==> src/rtl/secuenciador_posicion.sv <==
// Position sequencer: walks base..base+len-1 (mod 2^ADDR_W), issuing one SPI
// transfer per position and waiting for its completion before advancing.
module secuenciador_posicion #(
    parameter int ADDR_W  = 10,
    parameter int MAX_LEN = 12,
    parameter int LEN_W   = 4
) (
    input  logic              clk,
    input  logic              rst_n,
    input  logic              start,
    input  logic [ADDR_W-1:0] posicion,
    input  logic [LEN_W-1:0]  longitud,
    input  logic              abort,
    input  logic              spi_done,
    output logic              spi_go,
    output logic [ADDR_W-1:0] spi_addr,
    output logic [LEN_W-1:0]  indice,
    output logic              busy,
    output logic              done,
    output logic              err,
    output logic              abortado
);

    typedef enum logic [1:0] {
        S_IDLE  = 2'd0,
        S_ISSUE = 2'd1,
        S_WAIT  = 2'd2,
        S_FIN   = 2'd3
    } state_t;

    state_t            state, state_nxt;
    logic [ADDR_W-1:0] base, base_nxt;
    logic [LEN_W-1:0]  len, len_nxt;
    logic [LEN_W-1:0]  idx, idx_nxt;
    logic              len_ok;

    logic              go_nxt, busy_nxt, done_nxt, err_nxt, abortado_nxt;
    logic [ADDR_W-1:0] addr_nxt;
    logic [LEN_W-1:0]  indice_nxt;

    assign len_ok = (longitud != '0) && (longitud <= LEN_W'(MAX_LEN));

    // Outputs are registered from their next-cycle values so every pulse is glitch-free.
    always_ff @(posedge clk or negedge rst_n) begin
        if (!rst_n) begin
            state    <= S_IDLE;
            base     <= '0;
            len      <= '0;
            idx      <= '0;
            spi_go   <= 1'b0;
            spi_addr <= '0;
            indice   <= '0;
            busy     <= 1'b0;
            done     <= 1'b0;
            err      <= 1'b0;
            abortado <= 1'b0;
        end else begin
            state    <= state_nxt;
            base     <= base_nxt;
            len      <= len_nxt;
            idx      <= idx_nxt;
            spi_go   <= go_nxt;
            spi_addr <= addr_nxt;
            indice   <= indice_nxt;
            busy     <= busy_nxt;
            done     <= done_nxt;
            err      <= err_nxt;
            abortado <= abortado_nxt;
        end
    end

    always_comb begin
        state_nxt = state;
        base_nxt  = base;
        len_nxt   = len;
        idx_nxt   = idx;
        case (state)
            S_IDLE: begin
                if (start && len_ok) begin
                    state_nxt = S_ISSUE;
                    base_nxt  = posicion;
                    len_nxt   = longitud;
                    idx_nxt   = '0;
                end
            end
            S_ISSUE: state_nxt = S_WAIT;
            S_WAIT: begin
                if (spi_done) begin
                    if (idx == len - LEN_W'(1)) begin
                        state_nxt = S_FIN;
                    end else begin
                        idx_nxt   = idx + LEN_W'(1);
                        state_nxt = S_ISSUE;
                    end
                end
            end
            S_FIN:   state_nxt = S_IDLE;
            default: state_nxt = S_IDLE;
        endcase
        // Cancellation outranks completion and FIN.
        if (abort && state != S_IDLE) begin
            state_nxt = S_IDLE;
            idx_nxt   = '0;
        end
    end

    always_comb begin
        go_nxt       = (state_nxt == S_ISSUE);
        busy_nxt     = (state_nxt != S_IDLE);
        done_nxt     = (state_nxt == S_FIN);
        err_nxt      = (state == S_IDLE) && start && !len_ok;
        abortado_nxt = (state != S_IDLE) && abort;
        addr_nxt     = spi_addr;
        indice_nxt   = indice;
        if (go_nxt) begin
            addr_nxt   = base_nxt + ADDR_W'(idx_nxt);
            indice_nxt = idx_nxt;
        end
    end

endmodule

==> config.mk <==
export PLATFORM = sky130hd
export DESIGN_NAME = secuenciador_posicion
export DESIGN_NICKNAME = d
export VERILOG_FILES = /design/src/rtl/secuenciador_posicion.sv
export SDC_FILE = /design/constraint.sdc
export NUM_CORES = 1
export LEC_CHECK = 0
export BUFFER_PORTS_ARGS = -buffer_cell sky130_fd_sc_hd__buf_2
export CAP_MARGIN = 30
export CELL_PAD_IN_SITES_DETAIL_PLACEMENT = 1
export CELL_PAD_IN_SITES_GLOBAL_PLACEMENT = 2
export CORE_ASPECT_RATIO = 1.25
export CORE_MARGIN = 5
export CORE_UTILIZATION = 39
export DETAILED_ROUTE_END_ITERATION = 12
export PLACE_DENSITY_LB_ADDON = 0.1
export SLEW_MARGIN = 20
export SYNTH_ARGS = -nofsm -noshare
export SYNTH_HDL_FRONTEND = slang
export SYNTH_SLANG_ARGS = --single-unit
==> constraint.sdc <==
create_clock -name clk -period 4.5 [get_ports clk]
set_input_delay 0.9 -clock clk [delete_from_list [all_inputs] [get_ports clk]]
set_output_delay 0.9 -clock clk [all_outputs]
set_load 0.005 [all_outputs]
==> results.md, run 1 <==
* Status: finished clean
* DIE WIDTH at 74.5 um
* PortBufs at 37
* FF-to-FF End: spi_addr[6]$_DFFE_PN0P_
* Ports at 38
* First-pass GRT wire length at 7.95 mm
* Post-Layout Inst Area at 2370 sq um
* # Max-Cap Violations at 0
* Final Max Tran Viols at 0
* # fillers at 574
* CTS tree: done
* Worst-Skew Late Latency at 290 ps
* Gpl congestion at 0.767
* Area delta synth->final at 17.2%
* Hold-fix buffers, CTS at 0
* CP Launch Type: input pin
* Setup violations, final at 0
* Cells after DPL at 270
* Leak Pwr at 0.00115 uW
* Worst-path clk slew at 80 ps
* Vias in the first global route at 1630
* Worst-Margin Slew at 907 ps
* Post-CTS setup buffer count at 0
* Worst VDD drop at 228 uV
* Vias at 1521
* Reg2Reg Setup Slack at 1250 ps
* Synth Flop Type: dfrtp_1
* CP Class: in2reg
* # rows at 29
* Post_cts resized at 0
* Mapped Nets at 199
* Pwr dens at 497 nW/um^2
* Clock Tree Buf Depth at 2
* Mean area per synthesized cell at 11.7 sq um
* Max Freq at 278 MHz
* Yosys reg bits at 39
* Clock period minus worst slack at 3600 ps
* HP Class: in2async
* N_diodes at 0
* Final Net Count at 242
* CP required at 4680 ps
* Setup Skew at 6.67 ps
* Worst setup EP type: register
* Worst r2r src: len[0]$_DFFE_PN0P_
* Non-Filler Instances at 279
* Setup tns final at 0 ps
* H-tree Lvls at 2
* Initial DRC count at 42
* Die area at 6740 sq um
* Final hold violation count at 0
* Worst rel slew slack at 0.395
* EDFF count, synth at 0
* Chip Height at 90.6 um
* Fraction of layout instances using a drive strength above 1 at 0.336
* DRC errors left at 0
* Synthesized area at 2030 sq um
* Cell Chain, Critical Path: buf_2, or4_1, nand3_1, mux2_2, ha_1, fa_1, nand3_1, nand2_1, o21ai_0, xnor2_1, mux2_2
* Post-Syn Instances at 173
* R2r worst-path depth at 14
* Crit-path max FO at 7
* Vias/cell at 5.45
* Asr flop ratio synth at 1.00
* Slowest cell on crit path: or4_1
* CTS root buf: clkbuf_8
* Congestion Overflow GR at 0
* WL final at 4.59 mm
* Unrepaired setup endpoints after global routing: false
* Synth warn at 0
* Crit path largest cell delay at 640 ps
* DR WL/cell at 16.4 um
* Core region area at 5080 sq um
* Initial antenna violation count at 0
* Clock buffer count from CTS at 5
* Post-synthesis sequential area ratio at 0.482
* Clock Sinks at 39
* TritonRoute pass-1 iters at 4
* Largest net degree at the start of global routing at 40
* Cell Area, Placed at 2270 sq um
* Worst EP arrival at 3780 ps
* Routed Antenna Nets at 0
* Final Cycle Share at 0.801
* Initial core utilization at 0.399
* Distinct cells, synth at 44
* Overall Global Routing Usage at 0.151
* Final HPWL DP at 3.56 mm
## worst max-delay path, delay by kind of cell
family                   cells  cell delay, ps
adder cells (fa/ha/maj)      2             650
buffers and inverters        1             140
multiplexers                 2             660
AO/OA/AOI/OAI                1             160
XOR/XNOR                     1             100
AND/OR/NAND/NOR              4            1150
## synthesized netlist by cell type, types with 3 or more instances
cell type | number | area share
dfrtp_1 | 39 | 0.48
mux2_2 | 21 | 0.12
inv_1 | 11 | 0.020
nand2_1 | 11 | 0.020
nor2_1 | 7 | 0.013
xnor2_1 | 7 | 0.030
a21oi_1 | 6 | 0.015
ha_1 | 6 | 0.037
xor2_1 | 6 | 0.026
mux2i_1 | 5 | 0.025
o21ai_0 | 5 | 0.012
nand3_1 | 4 | 0.0099
o211ai_1 | 4 | 0.015
nand4_1 | 3 | 0.0093
or4_1 | 3 | 0.011
## layout make-up
type                       count  area (sq um)  area share
multi-input combinational    119           975       0.410
sequential                    39           976       0.411
clock inverter                 2          12.5     0.00527
inverter                      11          41.3      0.0174
tap                           62          77.6      0.0327
timing repair buffer          40           220      0.0927
clock buffer                   6          72.6      0.0306
## power by group
| part | switching, uW | internal (uW) |
|---|---|---|
| registers | 61.9 | 461 |
| clock network | 124 | 108 |
| logic | 211 | 213 |
| total | 397 | 782 |
## flip-flops by register name, indices dropped and copies added, names as in the netlist
name	flops
base	10
spi_addr	10
idx	4
indice	4
len	4
state	2
abortado	1
busy	1
done	1
err	1
spi_go	1
## worst max path at each step
| stage | cells past startpoint | startpoint | endpoint | slack [ps] |
|---|---|---|---|---|
| final | 11 | longitud[1] | spi_addr[6]$_DFFE_PN0P_ | 900 |
| after global routing | 11 | longitud[1] | spi_addr[9]$_DFFE_PN0P_ | 680 |
| after CTS | 11 | longitud[1] | spi_addr[9]$_DFFE_PN0P_ | 860 |
| after detailed placement | 11 | longitud[1] | spi_addr[6]$_DFFE_PN0P_ | 560 |
| after global placement | 11 | longitud[1] | spi_addr[6]$_DFFE_PN0P_ | 610 |
| after floorplan | 12 | longitud[1] | spi_addr[6]$_DFFE_PN0P_ | 990 |
## stage by stage
stage	util	hold WS (ps)	setup WS (ps)	power (uW)
6_report	0.467	442	897	1180
5_1_grt	0.467	449	676	1270
4_1_cts	0.464	508	862	1200
3_5_place_dp	0.447	490	556	959
3_3_place_gp	0.447	483	611	948
2_1_floorplan	-	474	987	811
## placed cells by master, fill, tap and decap left out, types with 2 or more instances in the layout
cell type / netlist / routed
buf_2: 0 / 37
buf_4: 1 / 2
a221oi_1: 2 / 2
nand2_1: 11 / 11
nand3_1: 4 / 4
clkbuf_8: 0 / 5
nor4_1: 2 / 2
mux2_2: 21 / 21
a21oi_1: 6 / 6
o21ai_0: 5 / 5
nor2_1: 7 / 7
or4_1: 3 / 3
mux2i_1: 5 / 5
inv_1: 11 / 11
a31oi_1: 2 / 2
dfrtp_1: 39 / 39
xor2_1: 6 / 6
o31ai_1: 2 / 2
and3_1: 2 / 2
nand4_1: 3 / 3
xnor2_1: 7 / 7
ha_1: 6 / 6
o211ai_1: 4 / 4
## routing by layer
| metal | vias up | track usage | wire length [um] |
|---|---|---|---|
| met1 | 757 | 0.204 | 2010 |
| li1 | 722 | - | - |
| met3 | 6 | 0.0301 | 188 |
| met4 | 0 | 0.0549 | 59 |
| met5 | - | 0 | 0 |
| met2 | 36 | 0.236 | 2330 |
## cell families (layout without fill, tap and decap cells)
| group | Yosys count | in the layout | synth area share |
|---|---|---|---|
| xor+xnor | 14 | 14 | 0.0673 |
| mux | 26 | 26 | 0.141 |
| simple gates | 40 | 40 | 0.115 |
| compound gates | 32 | 32 | 0.111 |
| flops | 39 | 39 | 0.482 |
| buf+inv | 15 | 59 | 0.0371 |
| fa+ha+maj | 7 | 7 | 0.0469 |
Power figures use the tool's default switching activity.
==> run 2, diff against run 1 <==
- CORE_UTILIZATION: 39 -> 36
- clock period: 4.5 -> 3.53 ns (I/O delays scaled with it)
==> results.md, run 2 (same netlist as run 1, synthesis figures left out) <==
* Sequential cell area at 976 sq um (unchanged)
* Reg2Reg Setup Slack at 360 ps (-890 ps)
* Final Net Count at 263 (+8.7%)
* First-pass GRT wire length at 8.69 mm (+9.4%)
* CP delay by family, top: compound AO/OA/AOI/OAI gates
* # Max-Cap Violations at 0 (unchanged)
* Post_cts resized at 0 (unchanged)
* Final hold violation count at 0 (unchanged)
* Slowest cell on crit path: dfrtp_1
* Setup Skew at 6.97 ps (+0.296 ps)
* Final Cycle Share at 0.897
* Clock buffer count from CTS at 5 (unchanged)
* Area delta synth->final at 26.9%
* Worst VDD drop at 252 uV (+10%)
* Vias at 1587 (+4.3%)
* FF-to-FF End: spi_addr[7]$_DFFE_PN0P_
* Max Freq at 316 MHz
* H-tree Lvls at 2 (unchanged)
* Worst r2r src: len[0]$_DFFE_PN0P_
* Core region area at 5440 sq um (+7.1%)
* Most frequent cells in the layout: dfrtp_1, buf_2, buf_4, mux2_2
* R2r worst-path depth at 13 (-1)
* Initial DRC count at 28 (-33%)
* Largest registers: base: 10 flops, spi_addr: 10 flops
* Crit path largest cell delay at 400 ps (-240 ps)
* DR WL/cell at 17.0 um (+3.2%)
* Largest net degree at the start of global routing at 40 (unchanged)
* CTS root buf: clkbuf_8
* Multi-input logic area at 975 sq um (unchanged)
* Worst EP arrival at 3340 ps (-440 ps)
* Most common cell after layout, fill and taps aside: dfrtp_1
* Final Max Tran Viols at 0 (unchanged)
* # rows at 30 (+3.4%)
* Leak Pwr at 0.00127 uW (+11%)
* Crit. Startpoint: len[0]$_DFFE_PN0P_
* Worst-path clk slew at 80 ps (about the same)
* Crit-path max FO at 4 (-3)
* Gpl congestion at 0.851 (+11%)
* Worst-Skew Late Latency at 290 ps (about the same)
* Clock Sinks at 39 (unchanged)
* Setup violations, final at 0 (unchanged)
* Routed Antenna Nets at 0 (unchanged)
* CP Class: reg2reg
* Initial antenna violation count at 0 (unchanged)
* Setup tns final at 0 ps (unchanged)
* DRC errors left at 0 (unchanged)
* Final HPWL DP at 3.95 mm (+11%)
* Design Power at 1670 uW (+42%)
* Cell Chain, Critical Path: inv_1, ha_1, xor2_1, nand3_1, o21ai_0, mux2i_1, nor2_1, ha_1, a211o_1, a21oi_1, a221oi_1, xnor2_1, mux2i_1
* HP Class: in2async
* Congestion Overflow GR at 0 (unchanged)
* TritonRoute pass-1 iters at 4 (unchanged)
* CP bufs+invs at 1 (unchanged)
* Worst rel slew slack at 0.532 (+0.136)
* Hold-fix buffers, CTS at 0 (unchanged)
* DIE WIDTH at 77.1 um (+3.5%)
* CP Launch Type: register
* Overall Global Routing Usage at 0.151 (-0.000303)
* # fillers at 620 (+8.0%)
* Vias in the first global route at 1808 (+11%)
* Clock Tree Buf Depth at 2 (unchanged)
* Die area at 7240 sq um (+7.3%)
* Vias/cell at 5.25 (-3.6%)
* N_diodes at 0 (unchanged)
* Chip Height at 93.9 um (+3.6%)
* Pwr dens at 650 nW/um^2 (+31%)
* CP required at 3710 ps (-970 ps)
* Worst setup EP type: register
* CTS tree: done
* Fraction of layout instances using a drive strength above 1 at 0.399 (+0.0628)
* Status: finished clean
* PortBufs at 37 (unchanged)
* WL final at 5.12 mm (+12%)
* Ports at 38 (unchanged)
* Unrepaired setup endpoints after global routing: false
* Initial core utilization at 0.372 (-0.0266)
* Post-CTS setup buffer count at 0 (unchanged)
* Clock period minus worst slack at 3170 ps
* Worst-Margin Slew at 695 ps (-212 ps)
[run 2: where the power goes]
part | switching (uW) | leakage [uW] | total (uW) | internal, uW
clock | 167 | 0.0000618 | 400 | 233
sequential | 78.1 | 0.000486 | 665 | 587
combinational | 289 | 0.000725 | 605 | 316
total | 535 | 0.00127 | 1670 | 1140
[run 2: worst max-delay path by stage]
| stage | to | slack, ps | cells after the start |
|---|---|---|---|
| 2_1_floorplan | spi_addr[6]$_DFFE_PN0P_ | 210 | 12 |
| 3_3_place_gp | spi_addr[8]$_DFFE_PN0P_ | 90 | 12 |
| 3_5_place_dp | spi_addr[6]$_DFFE_PN0P_ | 20 | 12 |
| 4_1_cts | spi_addr[5]$_DFFE_PN0P_ | 310 | 13 |
| 5_1_grt | spi_addr[7]$_DFFE_PN0P_ | 20 | 13 |
| 6_report | spi_addr[7]$_DFFE_PN0P_ | 360 | 13 |
[run 2: cell type report]
cell class                 count  area share
clock buffer                   6      0.0321
sequential                    39       0.380
tap                           64      0.0311
multi-input combinational    119       0.379
inverter                      11      0.0161
timing repair buffer          61       0.147
clock inverter                 2      0.0151
[run 2: per-layer routing]
layer  vias up  global-route usage  routed length [um]
met1       798               0.172                2090
met2        26               0.270                2750
met4         0              0.0573                 104
met3         9              0.0365                 178
li1        754                   -                   -
met5         -                   0                   0
[run 2: per-stage QoR]
stage | setup slack (ps) | cell area, sq um | util | hold slack [ps] | instances
after detailed placement | 20.5 | 2430 | 0.446 | 495 | 293
after global placement | 90.2 | 2430 | 0.446 | 485 | 293
after floorplan | 211 | 2030 | - | 410 | 173
after CTS | 310 | 2550 | 0.469 | 514 | 301
after global routing | 15.8 | 2570 | 0.472 | 275 | 302
final | 364 | 2570 | 0.472 | 273 | 302
==> run 3, diff against run 2 <==
- BUFFER_PORTS_ARGS: -buffer_cell sky130_fd_sc_hd__buf_2 -> -buffer_cell sky130_fd_sc_hd__buf_4
- MAX_ROUTING_LAYER: not set -> met4
==> results.md, run 3 (same netlist as run 1, synthesis figures left out) <==
* Most frequent cells in the layout: buf_4, dfrtp_1, mux2_2, inv_1, nand2_1
* Power share of the sequential group at 0.427 (+0.029)
* Final HPWL DP at 3.87 mm (-2.1%)
* DRC errors left at 0 (unchanged)
* Crit-path max FO at 6 (+2)
* Hold-fix buffers, CTS at 0 (unchanged)
* Vias/cell at 5.25 (about the same)
* Switching power at 521 uW (-2.5%)
* Worst-Margin Slew at 704 ps (+8.79 ps)
* DIE WIDTH at 77.1 um (unchanged)
* Post_cts resized at 0 (unchanged)
* Ports at 38 (unchanged)
* Routed Antenna Nets at 0 (unchanged)
* Die area at 7240 sq um (unchanged)
* Top layer in use: met4
* Vias at 1512 (-4.7%)
* Clock buffer count from CTS at 5 (unchanged)
* CTS root buf: clkbuf_8
* H-tree Lvls at 2 (unchanged)
* Chip Height at 93.9 um (unchanged)
* Worst setup EP type: register
* Final hold violation count at 0 (unchanged)
* Worst-path clk slew at 80 ps (about the same)
* Leak Pwr at 0.00120 uW (-5.4%)
* CTS tree: done
* Worst-Skew Late Latency at 290 ps (about the same)
* Setup Skew at 5.05 ps (-1.92 ps)
* Initial core utilization at 0.372 (unchanged)
* Most common cell after layout, fill and taps aside: buf_4
* Comb power frac at 0.386 (+0.024)
* Status: finished clean
* Final Cycle Share at 0.925 (+0.0285)
* DR WL/cell at 17.3 um (+2.2%)
* Cell Area, Placed at 2420 sq um (-0.21%)
* Fraction of layout instances using a drive strength above 1 at 0.353 (-0.0465)
* Overall Global Routing Usage at 0.159 (+0.00774)
* Gpl congestion at 0.865 (+1.6%)
* TritonRoute pass-1 iters at 3 (-1)
* Area delta synth->final at 23.7%
* Post-Layout Inst Area at 2510 sq um (-2.5%)
* # rows at 30 (unchanged)
* Pwr dens at 630 nW/um^2 (-3.1%)
* Clock Sinks at 39 (unchanged)
* Setup violations, final at 0 (unchanged)
* Met3 WL at 160 um (-10%)
* N_diodes at 0 (unchanged)
* PortBufs at 37 (unchanged)
* CP Launch Type: input pin
* Worst VDD drop at 278 uV (+11%)
* Net Sw Frac at 0.330 (+0.0103)
* Vias in the first global route at 1833 (+1.4%)
* Initial antenna violation count at 0 (unchanged)
* CP Class: in2reg
* Final Net Count at 249 (-5.3%)
* Utilization after layout at 0.460 (-0.0120)
* P_int at 1060 uW (-6.9%)
* HP Class: in2async
* Final Max Tran Viols at 0 (unchanged)
* First-pass GRT wire length at 8.87 mm (+2.1%)
* Worst EP arrival at 3450 ps (+110 ps)
* Core region area at 5440 sq um (unchanged)
* Congestion Overflow GR at 0 (unchanged)
* WL final at 4.99 mm (-2.6%)
* Max Freq at 306 MHz (-3.1%)
* Clock period minus worst slack at 3270 ps (+101 ps)
* CP required at 3710 ps (about the same)
* Clock Tree Buf Depth at 2 (unchanged)
* Post-CTS setup buffer count at 0 (unchanged)
* DRT met1 WL at 2.05 mm (-2.1%)
* Initial DRC count at 59 (+110%)
* Clk pwr share at 0.187 (-0.052)
* Worst rel slew slack at 0.526 (-0.00592)
* Met2 WL at 2.72 mm (-1.2%)
* Unrepaired setup endpoints after global routing: false
* # Max-Cap Violations at 0 (unchanged)
* Largest registers: base: 10 flops, spi_addr: 10 flops
* Largest net degree at the start of global routing at 40 (unchanged)
-- run 3: changes by cell type in the layout (fill, tap and decap cells not counted) --
cell	change
buf_2	-37
buf_4	+24
clkbuf_1	+2
buf_12	-1
bufinv_16	-1
clkbuf_8	-1
clkinv_2	+1
inv_6	-1
-- run 3: power groups by stage --
stage | combinational (uW) | sequential (uW) | clock (uW)
after floorplan | 367 | 667 | 0
after global placement | 606 | 671 | 0
after detailed placement | 619 | 683 | 0
after CTS | 624 | 676 | 305
after global routing | 688 | 696 | 329
final | 610 | 674 | 295
-- run 3: stage by stage --
stage                     power (uW)  setup WS, ps  std cells  hold WS [ps]  TNS, ps
after floorplan                 1030           211        173           410        0
after global placement          1280          16.5        280           491        0
final                           1580           263        288           369        0
after detailed placement        1300         -58.9        280           495    -96.4
after global routing            1710          31.4        288           406        0
after CTS                       1600           245        288           394        0
-- run 3: final timing paths --
kind | from | to | slack (ps) | depth (start not counted)
max | longitud[0] | spi_addr[6]$_DFFE_PN0P_ | 260 | 11
min | rst_n | indice[0]$_DFFE_PN0P_ | 370 | 1
max reg2reg | len[0]$_DFFE_PN0P_ | spi_addr[6]$_DFFE_PN0P_ | 320 | 14
min reg2reg | base[3]$_DFF_PN0_ | base[3]$_DFF_PN0_ | 510 | 1
max in group asynchronous | rst_n | spi_addr[9]$_DFFE_PN0P_ | 2790 | 1
min in group clk | base[3]$_DFF_PN0_ | base[3]$_DFF_PN0_ | 510 | 1
-- run 3: cell type report --
| class | count | area (sq um) |
|---|---|---|
| clock buffer | 7 | 76.3 |
| tap | 64 | 80.1 |
| multi-input combinational | 119 | 975 |
| sequential | 39 | 976 |
| fill | 621 | 2940 |
| clock inverter | 1 | 5.00 |
| timing repair buffer | 47 | 353 |
| inverter | 11 | 41.3 |
-- run 3: layer usage --
metal	track usage	up-vias
li1	-	729
met1	0.178	754
met5	-	-
met3	0.0384	7
met2	0.273	22
met4	0.0602	0
-- run 3: worst max-delay path, stage by stage --
cell and delay (ps):
buf_4 130, or4_1 560, nand3_1 260, mux2_2 400, ha_1 250, fa_1 420
nand3_1 90, nand2_1 120, o21ai_0 150, xnor2_1 90, mux2_2 260
